--- src/rtl/ifu.sv ---
// Multicycle instruction fetch unit: one memory read per instruction, result held for decode,
// then waits for dnpc. Optional misaligned-PC trap when IFU_ALIGN_CHECK_EN is defined.
module ifu #(
  parameter int                   ISA_WIDTH = 32,
  parameter logic [ISA_WIDTH-1:0] RESET_PC  = 32'h80000000
) (
  input  logic                 clk,
  input  logic                 rst_n,
  output logic                 mem_req,
  output logic [ISA_WIDTH-1:0] mem_addr,
  input  logic                 mem_ack,
  input  logic [ISA_WIDTH-1:0] mem_rdata,
  input  logic                 mem_err,
  output logic [ISA_WIDTH-1:0] inst,
  output logic [ISA_WIDTH-1:0] inst_pc,
  output logic                 inst_valid,
  input  logic                 inst_ready,
  input  logic [ISA_WIDTH-1:0] dnpc,
  input  logic                 dnpc_valid,
  output logic                 fetch_err
);

  typedef enum logic [2:0] {
    S_IDLE,
    S_REQ,
    S_VALID,
    S_WAIT_NPC,
    S_ERR
  } state_e;

  state_e                 state_q,     state_d;
  logic [ISA_WIDTH-1:0]   pc_q,        pc_d;
  logic [ISA_WIDTH-1:0]   inst_q,      inst_d;
  logic [ISA_WIDTH-1:0]   inst_pc_q,   inst_pc_d;
  logic                   fetch_err_q, fetch_err_d;

  // NOTE: every always_comb output gets its hold value first, so no path leaves a latch.
  always_comb begin
    state_d     = state_q;
    pc_d        = pc_q;
    inst_d      = inst_q;
    inst_pc_d   = inst_pc_q;
    fetch_err_d = fetch_err_q;

    unique case (state_q)
      S_IDLE: begin
`ifdef IFU_ALIGN_CHECK_EN
        if (RESET_PC[1:0] != 2'b00) begin
          fetch_err_d = 1'b1;
          state_d     = S_ERR;
        end else begin
          state_d = S_REQ;
        end
`else
        state_d = S_REQ;
`endif
      end

      S_REQ: begin
        if (mem_ack) begin
          if (mem_err) begin
            fetch_err_d = 1'b1;
            state_d     = S_ERR;
          end else begin
            inst_d    = mem_rdata;
            inst_pc_d = pc_q;
            state_d   = S_VALID;
          end
        end
      end

      S_VALID: begin
        if (inst_ready) begin
          state_d = S_WAIT_NPC;
        end
      end

      S_WAIT_NPC: begin
        if (dnpc_valid) begin
          pc_d = dnpc;
`ifdef IFU_ALIGN_CHECK_EN
          if (dnpc[1:0] != 2'b00) begin
            fetch_err_d = 1'b1;
            state_d     = S_ERR;
          end else begin
            state_d = S_REQ;
          end
`else
          state_d = S_REQ;
`endif
        end
      end

      S_ERR: begin
        state_d = S_ERR;
      end

      default: begin
        state_d = S_IDLE;
      end
    endcase
  end

  // NOTE: state registers use non-blocking assignments so all flops update together at the edge.
  always_ff @(posedge clk or negedge rst_n) begin
    if (!rst_n) begin
      state_q     <= S_IDLE;
      pc_q        <= RESET_PC;
      inst_q      <= '0;
      inst_pc_q   <= '0;
      fetch_err_q <= 1'b0;
    end else begin
      state_q     <= state_d;
      pc_q        <= pc_d;
      inst_q      <= inst_d;
      inst_pc_q   <= inst_pc_d;
      fetch_err_q <= fetch_err_d;
    end
  end

  // Decoded straight from the state flop so reset drops mem_req without waiting for an edge.
  assign mem_req    = (state_q == S_REQ);
  assign inst_valid = (state_q == S_VALID);
  assign mem_addr   = pc_q;
  assign inst       = inst_q;
  assign inst_pc    = inst_pc_q;
  assign fetch_err  = fetch_err_q;

endmodule

--- config.mk ---
export PLATFORM = sky130hd
export DESIGN_NAME = ifu
export DESIGN_NICKNAME = d
export VERILOG_FILES = /design/src/rtl/ifu.sv
export SDC_FILE = /design/constraint.sdc
export NUM_CORES = 1
export LEC_CHECK = 0
export CORE_MARGIN = 8
export CORE_UTILIZATION = 40
export CTS_BUF_LIST = sky130_fd_sc_hd__clkbuf_4 sky130_fd_sc_hd__clkbuf_8
export DETAILED_ROUTE_END_ITERATION = 10
export GPL_TIMING_DRIVEN = 0
export PLACE_DENSITY = 0.85
export SLEW_MARGIN = 20
export SYNTH_ARGS = -nofsm -noshare
export SYNTH_HDL_FRONTEND = slang
export SYNTH_SLANG_ARGS = --single-unit
export TNS_END_PERCENT = 50
--- constraint.sdc ---
create_clock -name clk -period 1.3 [get_ports clk]
set_input_delay 0.26 -clock clk [delete_from_list [all_inputs] [get_ports clk]]
set_output_delay 0.26 -clock clk [all_outputs]
set_load 0.01 [all_outputs]
==> run summary, run 1 <==
Area leader, netlist - dfrtp_1
CTS sink cnt - 100
Reg-to-reg slack, setup - -380 ps
Filler cells - 734
First-pass GRT wire length - 17470 um
Row cnt - 36
CTS Buf Count - 9
Relative slew slack - 72.93%
Reg-to-reg startpoint - state_q[2]
Share of layout cells above drive strength 1 - 50.91%
Clock Pin Slew Worst Setup and Hold Paths - 100 ps
Cell variety after synth - 19
Avg WL per Cell - 20.03 um
Clock buffer depth - 2
Placed cell areas - 5886 um^2
Pre-antenna DRT Iters - 4
Die H - 116.1 um
Final HPWL DP - 7865 um
RSZ-0062 raised after global routing - yes
Maximum clock rate - 0.5953 GHz
Worst reg2reg path endpoint - inst_pc[13]
Via density per instance - 4.757
Synth Area per Inst - 18.22 um^2
Core Area - 9774 um^2
Skew-Pair Late Insertion Delay - 350 ps
Hold WC Path Type - primary input to asynchronous set/reset pin
Syn nets - 290
RD Place Congestion - 0.7432
ANT nets after route - 0
Die area - 13480 um^2
GRT overflow - 0
Status - finished, violations left
Leakage power - 3.138 nW
Number of synthesis warnings - 0
Sequential area share after synthesis - 62.45%
Tmin final - 1680 ps
Design area - 6422 um^2
Critical path class - register to register
Net count, final - 505
Diode count - 0
Register bit total from synthesis - 100
Violated checks - negative setup slack
Vias in the first global route - 3150
Final Max Slew Viols - 0
Post-synth EDFFs - 0
Mapped Cells - 220
Area of the multi-input gates - 1456 um^2
Crit-path max FO - 5
DRC - 0
Vias - 2726
Area share of the leading cell type in the synthesized netlist - 61.80%
H-tree lvl count - 3
Hold Vio Cnt, Final - 0
Overall routing resource usage - 17.03%
First DRT Iteration DRCs - 104
Die X - 116.1 um
Actual slew at the worst max-slew pin - 404.8 ps
Synth cell count leaders - dfrtp_1 (99), mux2_4 (60), mux2_2 (36)
Area Overhead vs Synth - 60.21%
Initial antenna violation count - 0
Clock root cell - clkbuf_8
Final setup fails - 99
Skew final - 15.81 ps
Maxcap violations - 0
Synth area leaders - dfrtp_1 (62%), mux2_4 (22%), mux2_2 (10%), buf_6 (1.7%), dfstp_2 (0.66%)
Final wirelength - 11480 um
Port Buffer Count - 168
R2R depth - 6
Post-route worst setup slack - -379.8 ps
Most frequent cell after synthesis - dfrtp_1
Final worst-path cycle share - 129.2%
Synth async-reset ratio - 100.0%
I/O pin total - 169
Critical Path AT - 1910 ps
Starting Density - 41.01%
Largest net degree at the start of global routing - 63
Top_reg_cell synth - dfrtp_1
Seq. cell area - 2507 um^2
Worst setup EP type - register
Critical path startpoint category - register
Power per cell area - 2323 nW/um^2
CTS tree - built
Critical Path RT - 1530 ps
VDD IR-drop max - 0.001203 V
End-of-flow core utilization - 65.71%
Synthesized area - 4009 um^2
[cells by family after synthesis]
kind of cell	share of synthesized area (%)
muxes	32.58
and+or+nand+nor	1.655
DFF	62.45
AOI/OAI and AO/OA	1.155
buffers and inverters	2.153
[layout make-up]
type	count	area share, %
plain buffers	9	2.727
inverters	1	0.05845
clock inverters	4	0.5260
repair buffers	203	30.00
clock buffers	12	2.377
multi-input cells	111	22.68
flip-flops and latches	100	39.04
well taps	133	2.591
[stage by stage]
step,hold WS (ps),TNS [ps],power [W],std cells,setup slack [ps]
global placement,452.6,-408450,0.01291,521,-3679
global route,384.3,-34750,0.01577,573,-425.1
CTS,381.5,-30060,0.01537,568,-374.4
finish,375.8,-30560,0.01492,573,-379.8
detailed placement,197.5,-44750,0.01322,522,-512.0
floorplan,-35.59,-17640,0.009045,220,-241.1
[layout by cell type, fill, tap and decap left out, types with 2 or more instances in the layout]
master and instances:
clkdlybuf4s15_1 41, clkbuf_16 2, dfrtp_2 3, dfrtp_1 96, buf_6 6, buf_4 16
mux2_2 36, clkdlybuf4s50_1 68, clkbuf_8 10, clkbuf_2 54, buf_2 2, inv_6 2
mux2_4 60, nand3_4 3, a21oi_1 2, clkbuf_4 2, buf_12 13, buf_16 7
buf_8 2
[flip-flops by register name, indices dropped and copies added, names as in the netlist]
signal	flops
fetch_err	1
state_q	3
mem_addr	32
inst_pc	32
inst	32
[worst max path at each step]
stage | startpoint | endpoint | slack, ps | depth (start not counted)
2_1_floorplan | state_q[2] | inst[0] | -240 | 4
3_3_place_gp | rst_n | mem_addr[17] | -3680 | 1
3_5_place_dp | dnpc_valid | mem_addr[1] | -510 | 4
4_1_cts | state_q[1] | inst_pc[15] | -370 | 6
5_1_grt | state_q[2] | inst_pc[16] | -430 | 6
6_report | state_q[2] | inst_pc[13] | -380 | 6
[report_power, final]
group	internal [W]	switching, W	total, W
Clock	0.000812	0.00109	0.00190
Combinational	0.00449	0.00281	0.00729
Sequential	0.00469	0.00104	0.00573
[critical path, stage by stage (launching register included)]
cell and delay, ps:
dfrtp_2 440, nor3b_4 230, buf_6 130, nand3_4 120, buf_12 200, clkbuf_16 160
mux2_4 290
[layer usage]
layer / track usage, % / routed length, um
met4: 4.235 / 123
met1: 19.37 / 4382
met3: 6.567 / 1050
met2: 29.40 / 5920
met5: 0 / 0
[repair_timing]
action | in CTS | in global routing
setup endpoints to repair | 195 | 164
hold buffers | 1 | 0
pin swaps | 1 | 2
hold endpoints to repair | 38 | 0
resized for setup | 232 | 72
buffers inserted | 21 | 4
cloned | 8 | 2
(Power assumes the default switching activity.)
==> run 2, diff against run 1 <==
CORE_UTILIZATION = 38   (was 40)
CTS_BUF_LIST = unset   (was sky130_fd_sc_hd__clkbuf_4 sky130_fd_sc_hd__clkbuf_8)
PLACE_DENSITY = 0.82   (was 0.85)
==> run summary, run 2 (synthesis gave the netlist of run 1 again) <==
Maxcap violations - 0 (unchanged)
Critical Path AT - 1900 ps (about the same)
Critical path startpoint category - register
Place WS - -513.0 ps (-0.9910 ps)
Die H - 118.7 um (+2.2%)
Internal power - 0.009911 W (-0.80%)
Logic pwr share - 46.1% (-2.8 points)
Dpl cells - 525 (+0.57%)
VDD IR-drop max - 0.001049 V (-13%)
CTS sink cnt - 100 (unchanged)
R2R depth - 6 (unchanged)
GRT overflow - 0 (unchanged)
Worst setup EP type - register
Avg WL per Cell - 19.14 um (-4.4%)
Skew-Pair Late Insertion Delay - 350 ps (about the same)
Critical path class - register to register
Final Max Slew Viols - 0 (unchanged)
Critical Path Max Stage Delay - 450 ps (about the same)
Clock buffer depth - 2 (unchanged)
Psw - 0.004702 W (-4.6%)
Starting Density - 39.01% (-2.0 points)
Slowest-stage cell, CP - dfrtp_2
Area Overhead vs Synth - 52.68%
Leakage power - 2.995 nW (-4.6%)
DRC - 0 (unchanged)
Pre-antenna DRT Iters - 4 (unchanged)
Hold Vio Cnt, Final - 0 (unchanged)
Relative slew slack - 68.07% (-4.9 points)
Net count, final - 490 (-3.0%)
CP Buf/Inv Count - 3 (unchanged)
Die area - 14090 um^2 (+4.5%)
Most common cell after layout, fill and taps aside - dfrtp_1
Overall routing resource usage - 15.60% (-1.4 points)
Port Buffer Count - 168 (unchanged)
Skew final - 10.25 ps (-5.567 ps)
First-pass GRT wire length - 17400 um (-0.39%)
Power per cell area - 2387 nW/um^2 (+2.8%)
Post-route worst setup slack - -364.8 ps (+15.00 ps)
CTS Buf Count - 9 (unchanged)
Maximum clock rate - 0.6007 GHz (+0.90%)
Largest net degree at the start of global routing - 52 (-17%)
Core Area - 10280 um^2 (+5.1%)
Diode count - 0 (unchanged)
Tmin final - 1665 ps (-15.00 ps)
Status - finished, violations left
H-tree lvl count - 3 (unchanged)
Violated checks - negative setup slack
WHS - 396.4 ps (+20.66 ps)
RD Place Congestion - 0.7341 (-1.2%)
Final setup fails - 98 (-1.0%)
Design area - 6121 um^2 (-4.7%)
Vias in the first global route - 3073 (-2.4%)
ANT nets after route - 0 (unchanged)
Row cnt - 37 (+2.8%)
Placed cell areas - 5889 um^2 (about the same)
Vias - 2641 (-3.1%)
Final HPWL DP - 7494 um (-4.7%)
Clock root cell - clkbuf_8
Crit-path max FO - 10 (+5)
Clock Pin Slew Worst Setup and Hold Paths - 90 ps (about the same)
Crit-path cells - nor3b_4 -> buf_6 -> nand3_4 -> buf_12 -> buf_12 -> mux2_4
CP top delay family - buffers and inverters
CP dominant cell by count - buf_12
I/O pin total - 169 (unchanged)
Initial antenna violation count - 0 (unchanged)
Share of layout cells above drive strength 1 - 51.29% (+0.39 points)
Final worst-path cycle share - 128.1% (-1.2 points)
Final wirelength - 10740 um (-6.4%)
RSZ-0062 raised after global routing - yes
Crit path depth - 6 (unchanged)
First DRT Iteration DRCs - 72 (-31%)
CTS tree - built
Filler cells - 850 (+16%)
Clock share of power - 14.9% (+2.2 points)
Actual slew at the worst max-slew pin - 478.9 ps (+74.18 ps)
Switching portion of total power - 32.18% (-0.85 points)
Most frequent cells in the layout - dfrtp_1 (96), clkdlybuf4s50_1 (68), mux2_4 (60), clkbuf_2 (53), mux2_2 (36)
Critical Path RT - 1540 ps (about the same)
Hold WC Path Type - primary input to asynchronous set/reset pin
Flop pwr share - 39.0% (+0.6 points)
Cell Count, Final, Fillers Out - 561 (-2.1%)
Via density per instance - 4.708 (-1.0%)
Die X - 118.7 um (+2.2%)
run 2: power groups by stage:
| stage | combinational, W | sequential, W | clock (W) |
|---|---|---|---|
| after floorplan | 0.00269 | 0.00636 | 0 |
| after global placement | 0.00727 | 0.00565 | 0 |
| after detailed placement | 0.00739 | 0.00577 | 0 |
| after CTS | 0.00714 | 0.00572 | 0.00226 |
| after global routing | 0.00727 | 0.00592 | 0.00237 |
| final | 0.00674 | 0.00570 | 0.00218 |
run 2: final cells by class:
cell class	instances	area, um^2	area share, %
clock buffer	11	141.4	2.310
clock inverter	5	75.07	1.226
sequential	100	2507	40.96
tap	136	170.2	2.780
timing repair buffer	189	1612	26.33
buffer	8	150.1	2.453
multi-input combinational	111	1461	23.88
inverter	1	3.754	0.06132
run 2: worst paths after layout:
path | startpoint | to | slack [ps]
hold reg to reg | fetch_err | fetch_err | 500
min in group clk | fetch_err | fetch_err | 500
setup / recovery | state_q[2] | inst_pc[2] | -360
max in group asynchronous | rst_n | inst_pc[29] | 280
hold / removal | rst_n | inst[9] | 400
setup reg to reg | state_q[2] | inst_pc[2] | -360
run 2: through the flow:
| step | util (%) | setup TNS [ps] | total power [W] |
|---|---|---|---|
| 2_1_floorplan | - | -17640 | 0.009045 |
| 3_3_place_gp | 57.02 | -413930 | 0.01292 |
| 3_5_place_dp | 57.30 | -44180 | 0.01316 |
| 4_1_cts | 61.60 | -26570 | 0.01511 |
| 5_1_grt | 59.56 | -31890 | 0.01556 |
| 6_report | 59.56 | -26300 | 0.01461 |
run 2: layer usage:
| metal | share of wire, % | up-vias | routed length, um | GRT usage [%] |
|---|---|---|---|---|
| met2 | 47 | 113 | 5061 | 25.04 |
| li1 | - | 1177 | - | - |
| met5 | 0 | - | 0 | 0 |
| met1 | 42 | 1344 | 4547 | 18.18 |
| met4 | 0.75 | 0 | 81 | 5.217 |
| met3 | 9.8 | 7 | 1047 | 7.092 |
run 2: what timing repair did:
action	4_1_cts	5_1_grt
gates cloned	2	1
setup endpoints to repair	195	163
pin swaps	1	1
endpoints found under the hold margin	48	0
setup buffers	9	9
gates resized for setup	234	84
hold buffers	1	0
==> run 3, diff against run 2 <==
CAP_MARGIN = 25   (was unset)
==> results of run 3 <==
No change in the layout: final DEF, timing and power equal those of run 2.
